[src/rtl/score_keeper_pkg.sv]
// Shared types and default constants for the score_keeper game-state stage.
package score_keeper_pkg;

    typedef enum logic [1:0] {
        IDLE = 2'd0,
        PLAY = 2'd1,
        OVER = 2'd2
    } state_t;

    localparam int LIVES_INIT_D = 5;
    localparam int MULT_MAX_D   = 4;
    localparam int SCORE_MAX_D  = 999;

endpackage

[src/rtl/rise_detect.sv]
// Registered 1-bit rising-edge detector; the delay register resets to RESET_VAL.
module rise_detect #(
    parameter logic RESET_VAL = 1'b0
) (
    input  logic clk,
    input  logic resetn,
    input  logic i_d,
    output logic o_rise
);

    logic r_q;

    // NOTE: sequential state always uses non-blocking (<=) so every register samples pre-edge values.
    always_ff @(posedge clk or negedge resetn) begin
        if (!resetn) r_q <= RESET_VAL;
        else         r_q <= i_d;
    end

    assign o_rise = i_d & ~r_q;

endmodule

[src/rtl/score_keeper.sv]
// Game FSM, score/lives/multiplier and board_clear pulse generation.
// Optional best-score tracking is enabled by defining SCORE_KEEPER_HIGH_SCORE_EN.
module score_keeper
    import score_keeper_pkg::*;
#(
    parameter int LIVES_INIT = LIVES_INIT_D,
    parameter int MULT_MAX   = MULT_MAX_D,
    parameter int SCORE_W    = 10,
    parameter int SCORE_MAX  = SCORE_MAX_D
) (
    input  logic               clk,
    input  logic               resetn,
    input  logic               start,
    input  logic               hit,
    input  logic               miss,
    output logic [SCORE_W-1:0] score,
    output logic [3:0]         lives,
    output logic [2:0]         mult,
    output logic               playing,
    output logic               game_over,
`ifdef SCORE_KEEPER_HIGH_SCORE_EN
    output logic [SCORE_W-1:0] best_score,
`endif
    output logic               board_clear
);

    state_t             r_state;
    state_t             w_state_nxt;
    logic [SCORE_W-1:0] r_score;
    logic [3:0]         r_lives;
    logic [2:0]         r_mult;
    logic               r_playing;
    logic               r_game_over;
    logic               r_board_clear;
    logic               w_start_rise;
    logic               w_load;
    logic               w_end;
    logic               w_hit_ok;
    logic               w_miss_ok;
    logic [SCORE_W:0]   w_sum;

    // Reset value 1: a start key held through reset release must not start a game.
    rise_detect #(.RESET_VAL(1'b1)) u_start_rise (
        .clk    (clk),
        .resetn (resetn),
        .i_d    (start),
        .o_rise (w_start_rise)
    );

    always_ff @(posedge clk or negedge resetn) begin
        if (!resetn) r_state <= IDLE;
        else         r_state <= w_state_nxt;
    end

    // NOTE: defaulting every combinational output first prevents latch inference.
    always_comb begin
        w_state_nxt = r_state;
        case (r_state)
            IDLE, OVER: if (w_start_rise) w_state_nxt = PLAY;
            PLAY:       if (miss && r_lives == 4'd1) w_state_nxt = OVER;
            default:    w_state_nxt = IDLE;
        endcase
    end

    always_comb begin
        w_load    = 1'b0;
        w_end     = 1'b0;
        w_hit_ok  = 1'b0;
        w_miss_ok = 1'b0;
        case (r_state)
            IDLE, OVER: w_load = w_start_rise;
            PLAY: begin
                w_miss_ok = miss;
                w_hit_ok  = hit & ~miss;
                w_end     = miss && r_lives == 4'd1;
            end
            default: ;
        endcase
    end

    // One bit wider than the score so the saturation compare never sees a wrapped sum.
    assign w_sum = {1'b0, r_score} + (SCORE_W+1)'(r_mult);

    always_ff @(posedge clk or negedge resetn) begin
        if (!resetn) begin
            r_score       <= '0;
            r_lives       <= 4'(LIVES_INIT);
            r_mult        <= 3'd1;
            r_playing     <= 1'b0;
            r_game_over   <= 1'b0;
            r_board_clear <= 1'b0;
        end else begin
            r_playing     <= (w_state_nxt == PLAY);
            r_game_over   <= (w_state_nxt == OVER);
            r_board_clear <= w_load | w_end;
            if (w_load) begin
                r_score <= '0;
                r_lives <= 4'(LIVES_INIT);
                r_mult  <= 3'd1;
            end else if (w_miss_ok) begin
                r_mult  <= 3'd1;
                r_lives <= r_lives - 4'd1;
            end else if (w_hit_ok) begin
                if (w_sum > (SCORE_W+1)'(SCORE_MAX)) r_score <= SCORE_W'(SCORE_MAX);
                else                                 r_score <= w_sum[SCORE_W-1:0];
                if (r_mult < 3'(MULT_MAX)) r_mult <= r_mult + 3'd1;
            end
        end
    end

`ifdef SCORE_KEEPER_HIGH_SCORE_EN
    logic [SCORE_W-1:0] r_best_score;

    always_ff @(posedge clk or negedge resetn) begin
        if (!resetn)                             r_best_score <= '0;
        else if (w_end && r_score > r_best_score) r_best_score <= r_score;
    end

    assign best_score = r_best_score;
`endif

    assign score       = r_score;
    assign lives       = r_lives;
    assign mult        = r_mult;
    assign playing     = r_playing;
    assign game_over   = r_game_over;
    assign board_clear = r_board_clear;

endmodule

[config.mk]
export PLATFORM = sky130hd
export DESIGN_NAME = score_keeper
export DESIGN_NICKNAME = d
export VERILOG_FILES = /design/src/rtl/score_keeper_pkg.sv /design/src/rtl/rise_detect.sv /design/src/rtl/score_keeper.sv
export SDC_FILE = /design/constraint.sdc
export NUM_CORES = 1
export LEC_CHECK = 0
export BUFFER_PORTS_ARGS = -buffer_cell sky130_fd_sc_hd__buf_2
export CAP_MARGIN = 20
export CORE_MARGIN = 2
export CORE_UTILIZATION = 44
export CTS_CLUSTER_DIAMETER = 150
export CTS_CLUSTER_SIZE = 40
export DETAILED_ROUTE_END_ITERATION = 10
export GPL_TIMING_DRIVEN = 0
export HOLD_SLACK_MARGIN = 0.02
export PLACE_DENSITY_LB_ADDON = 0.08
export SYNTH_ARGS = -nofsm -noshare
export SYNTH_HDL_FRONTEND = slang
export SYNTH_SLANG_ARGS = --single-unit
[constraint.sdc]
create_clock -name clk -period 2.6 [get_ports clk]
set_input_delay 0.39 -clock clk [delete_from_list [all_inputs] [get_ports clk]]
set_output_delay 0.39 -clock clk [all_outputs]
set_load 0.1 [all_outputs]
* Word-level counts from Yosys, hierarchy flattened
Index checks and enable logic that the tools add are counted.
Storage, ports and cells: register bits 23, logic and storage cells 50, input bits 5, output and inout bits 20
Cells by class: equal/unequal tests 6, reductions and logical operators 9, add/sub/neg operators 3, order comparisons 2, bitwise operators 5, mux-type cells 17
Operators with widths (count):
- $mux 10 | 4
- $mux 3 | 4
- $add 10x3->11 | 1
- $gt 11x10->1 const B | 1
- $mux 4 | 2
- $reduce_bool 3->1 | 2
- $eq 2x1->1 const B | 2
- $eq 2x2->1 const B | 2
- $eq 4x1->1 const B | 1
- $mux 1 | 4
- $mux 2 | 2
- $pmux 2 s2 | 1
- $reduce_and 2->1 | 2
- $reduce_bool 2->1 | 2
- $sub 4x1->4 const B | 1
- $add 3x1->3 const B | 1
- $lt 3x3->1 const B | 1
- $and 1x1->1 | 2
- $logic_not 2->1 | 1
- $ne 2x2->1 const B | 1
- $not 1->1 | 2
- $reduce_or 2->1 | 1
- $logic_and 1x1->1 | 1
- $or 1x1->1 | 1

* Logic depth before layout (Yosys ltp)
depth after elaboration 6, depth in mapped cells 10

* Modules after synthesis
Synthesis repeated with hierarchy kept, for this count alone.
Second synthesis, totals: cell total of the unflattened synthesis 135, area, all modules 1291.2 µm²
By module, submodules not included:
- score_keeper | times used 1, cells an instance 133, area each 1251.2 µm², seq. area each 554.3 µm²
- rise_detect | times used 1, cells an instance 2, area each 40.0 µm², seq. area each 26.3 µm²

* Worst setup path after synthesis
OpenSTA, ideal clock, no wires.
path type flip-flop to flip-flop, from register r_score[0] (netlist: score[0]), to register r_score[3] (netlist: score[3]), arrival time 3058 ps, cell stages (with the launch flop) 11, setup slack -576 ps, required time 2482 ps, path through dfrtp_1 ha_1 inv_1 fa_1 nor2b_4 o2111ai_1 xnor2_1 o211ai_1 nor3_4 o41ai_1 a21o_1
Between the ends: longest elaborated chain between the ends 6
RTL lines:
- start: declaration | RTL line score_keeper.sv:29 | logic [SCORE_W-1:0] r_score;
- start signal: assignment | RTL line score_keeper.sv:104 | if (w_sum > (SCORE_W+1)'(SCORE_MAX)) r_score <= SCORE_W'(SCORE_MAX);
- start signal: assignment | RTL line score_keeper.sv:105 | else r_score <= w_sum[SCORE_W-1:0];
- $add 10x3->11 (*) | RTL line score_keeper.sv:82 | assign w_sum = {1'b0, r_score} + (SCORE_W+1)'(r_mult);
- $gt 11x10->1 | RTL line score_keeper.sv:104
- $mux 10 (*) | RTL line score_keeper.sv:104
- $mux 10 (*) | RTL line score_keeper.sv:103 | end else if (w_hit_ok) begin
- $mux 10 (*) | RTL line score_keeper.sv:100 | end else if (w_miss_ok) begin
- $mux 10 (*) | RTL line score_keeper.sv:96 | if (w_load) begin
Mark *: on every way between the ends. The rest lies on a longest branch, timed or not. The select of a mux whose other input is x is not followed. A chain may end at the register's enable or synchronous reset.

* Worst setup path in the final report
from register r_mult[0] (netlist: mult[0]), to register r_score[3] (netlist: score[3])
Between the ends: longest elaborated chain between the ends 6
RTL lines:
- start: declaration | RTL line score_keeper.sv:31 | logic [2:0] r_mult;
- start signal: assignment | RTL line score_keeper.sv:106 | if (r_mult < 3'(MULT_MAX)) r_mult <= r_mult + 3'd1;
- $add 10x3->11 (*) | RTL line score_keeper.sv:82
- $gt 11x10->1 | RTL line score_keeper.sv:104
- $mux 10 (*) | RTL line score_keeper.sv:104
- $mux 10 (*) | RTL line score_keeper.sv:103
- $mux 10 (*) | RTL line score_keeper.sv:100
- $mux 10 (*) | RTL line score_keeper.sv:96
Marks and branches as above.

==> results_dict.tcl <==
set metrics [dict create \
    status "completed" \
    worst_r2r_path_depth 11 \
    area_growth_syn_to_layout_pct 24.7 \
    floorplan.io_pins 25 \
    netlist_area_um2 1380 \
    cts_tree "yes" \
    num_rows 20 \
    synth_edf_count 0 \
    critPathCaptureType "flip-flop" \
    arrival_ns 2.86 \
    timing.max_cap.violations 0 \
    unrepaired_setup_endpoints_after_global_routing "yes" \
    final_critical_period_ns 2.60 \
    worstHoldPathType "in -> async" \
    most_common_cell_after_layout_fill_and_taps_aside "buf_2" \
    floorplan.initialDensity 0.459 \
    total_leakage_power_nw 0.840 \
    routed_wl_um 3060 \
    synth_top_family_by_area "simple AND/OR/NAND/NOR gates" \
    synthMuxAreaShare 0 \
    synth.avg_cell_area_um2 9.57 \
    dr_total_vias 1140 \
    synth-warning-count 0 \
    drt_first_pass_iters 6 \
    cts_max_path_buffers 2 \
    grt_antenna_before_repair 0 \
    gr-usage-all-layers 0.188 \
    worstSetupStartpointType "flip-flop" \
    timing.final.setup_violations 0 \
    cts.reportedPaths.clkPinSlew_ns 0.13 \
    routabilityCongestion 0.807 \
    initialDrtViolationCount 36 \
    tritoncts.num_buffers 3 \
    synthSimpleGateAreaFrac 0.243 \
    core_area_um2 3000 \
    dominantRegCellSynth "dfrtp_1" \
    detailed_place_hpwl_um 2220 \
    drcViolationCount 0 \
    worst_clock_skew_ns 0.00353 \
    cts_max_level 1 \
    post_synth_xor_area_fraction 0.0509 \
    finalMaxSlewViolations 0 \
    cts_hold_buffers 0 \
    grt-ovfl-total 0 \
    num-nets-final 194 \
    final_min_period_over_clock_period 0.999 \
    synth_cells 144 \
    power_density_nw_per_um2 1130 \
    finalPower_mw 1.95 \
    yosysUniqueCellTypes 44 \
    via_count_of_the_first_global_routing_pass 1105 \
    most_used_cells_in_the_layout_excluding_fill_and_tap_cells "24 x buf_2, 22 x nand2_1, 16 x dfrtp_1" \
    cts.root.buffer_cell "clkbuf_4" \
    synthArstFlopShare 1.00 \
    design.die.area_um2 3590 \
    clkSinkCount 23 \
    irDropWorstVdd_mv 0.811 \
    synth_compound_gate_area_share 0.174 \
    die_h_um 60.0 \
    timing.setup.critical_path_class "reg -> reg" \
    worstPathMaxFanout 4 \
    maximum_number_of_pins_on_one_net_before_global_route_repair 24 \
    worst_skew_pair.late_latency_ns 0.31 \
    pin_slew_with_the_least_headroom_to_its_limit_ns 0.517 \
    ys_ff_latch 23 \
    port-buffer-count 24 \
    worst-endpoint-required_ns 2.86 \
    hold_slack_ns 0.0309 \
    synth_fp_nets 156 \
    fmaxAchievable_mhz 385 \
    chipWidth_um 60.0 \
    final_layout_size_suffix_gt1_frac 0.381 \
    post_drt_via_cell_ratio 5.33 \
    num_antenna_cells 0 \
    max_slew_margin 0.656 \
    routedWlPerCell_um 14.3 \
    synthAdderAreaFrac 0.0690 \
    route.antenna.remaining_nets 0 \
    first_pass_grt_wire_length_um 5080 \
    final_hold_violation_count 0 \
    synth-seq-area-share 0.421 \
]
-- stage by stage --
stage | util | TNS [ns] | cell area, um2 | setup slack [ns] | instances
after floorplan | - | -0.699 | 1400 | -0.205 | 144
after global placement | 0.520 | -0.225 | 1560 | -0.134 | 201
after detailed placement | 0.520 | -0.515 | 1560 | -0.184 | 201
after CTS | 0.536 | 0 | 1610 | 0.000608 | 208
after global routing | 0.572 | -0.671 | 1720 | -0.109 | 214
final | 0.572 | 0 | 1720 | 0.00377 | 214
-- registers in the layout, summed over array words and instances (netlist names) --
name / flops
lives: 4
r_state: 2
board_clear: 1
u_start_rise.r_q: 1
playing: 1
game_over: 1
mult: 3
score: 10
-- worst max-delay path, stage by stage, from the launching register on --
cell and delay (ns):
dfstp_4 0.67, ha_4 0.13, inv_2 0.03, fa_2 0.37, nor2b_4 0.16, o211a_4 0.20
nor3_1 0.06, a211oi_2 0.30, nor3_4 0.10, buf_4 0.15, nor4_2 0.25, a21o_1 0.11
-- Yosys cell counts, types with 2 or more instances --
cell type | count | area (um2)
a21oi_1 | 8 | 40.0
dfstp_2 | 4 | 105
o22ai_1 | 2 | 12.5
inv_1 | 9 | 33.8
o21ai_0 | 7 | 35.0
xnor2_1 | 7 | 61.3
nor3b_1 | 2 | 15.0
clkbuf_1 | 2 | 7.51
o21ai_1 | 7 | 35.0
nor2_1 | 8 | 30.0
ha_1 | 6 | 75.1
nand2_1 | 22 | 82.6
dfrtp_1 | 19 | 475
nor3_1 | 8 | 40.0
nor4_1 | 2 | 12.5
and3_1 | 3 | 18.8
-- cell families after synthesis --
logic type,count (synthesis)
compound gates,35
xor+xnor,8
fa+ha+maj,7
buf+inv,13
flops,23
simple gates,58
-- final cells by class --
class	instances	area, um2
fill	260	1280
clock buffer	4	26.3
buffer	4	23.8
sequential	23	588
tap	33	41.3
timing repair buffer	33	191
multi-input combinational	108	813
inverter	9	33.8
-- repair_timing --
item	in CTS	in global routing
pin swaps	1	5
endpoints found under the setup margin	8	8
setup buffers	3	6
gates resized for setup	0	12
endpoints found under the hold margin	0	0
-- worst paths after layout --
path	from	end	slack (ns)
hold / removal	resetn	score[5]	0.03
hold reg to reg	r_state[1]	game_over	0.52
setup / recovery	mult[0]	score[3]	0.004
setup reg to reg	mult[0]	score[3]	0.004
max in group asynchronous	resetn	score[1]	2.20
min in group clk	start	u_start_rise.r_q	0.18
-- per-layer routing --
metal	up-vias	GRT usage	wire, um
li1	576	-	-
met4	0	0.0444	14
met3	2	0.0195	60
met1	550	0.256	1410
met2	12	0.320	1580
met5	-	0	0
-- report_power, final --
part           switching (mW)  total [mW]  internal (mW)  leakage [nW]
clock network           0.111       0.171         0.0599        0.0150
logic                   0.899        1.21          0.311         0.536
registers              0.0915       0.565          0.473         0.289
total                    1.10        1.95          0.845         0.840
No activity file was read; power rests on OpenSTA's default activity.
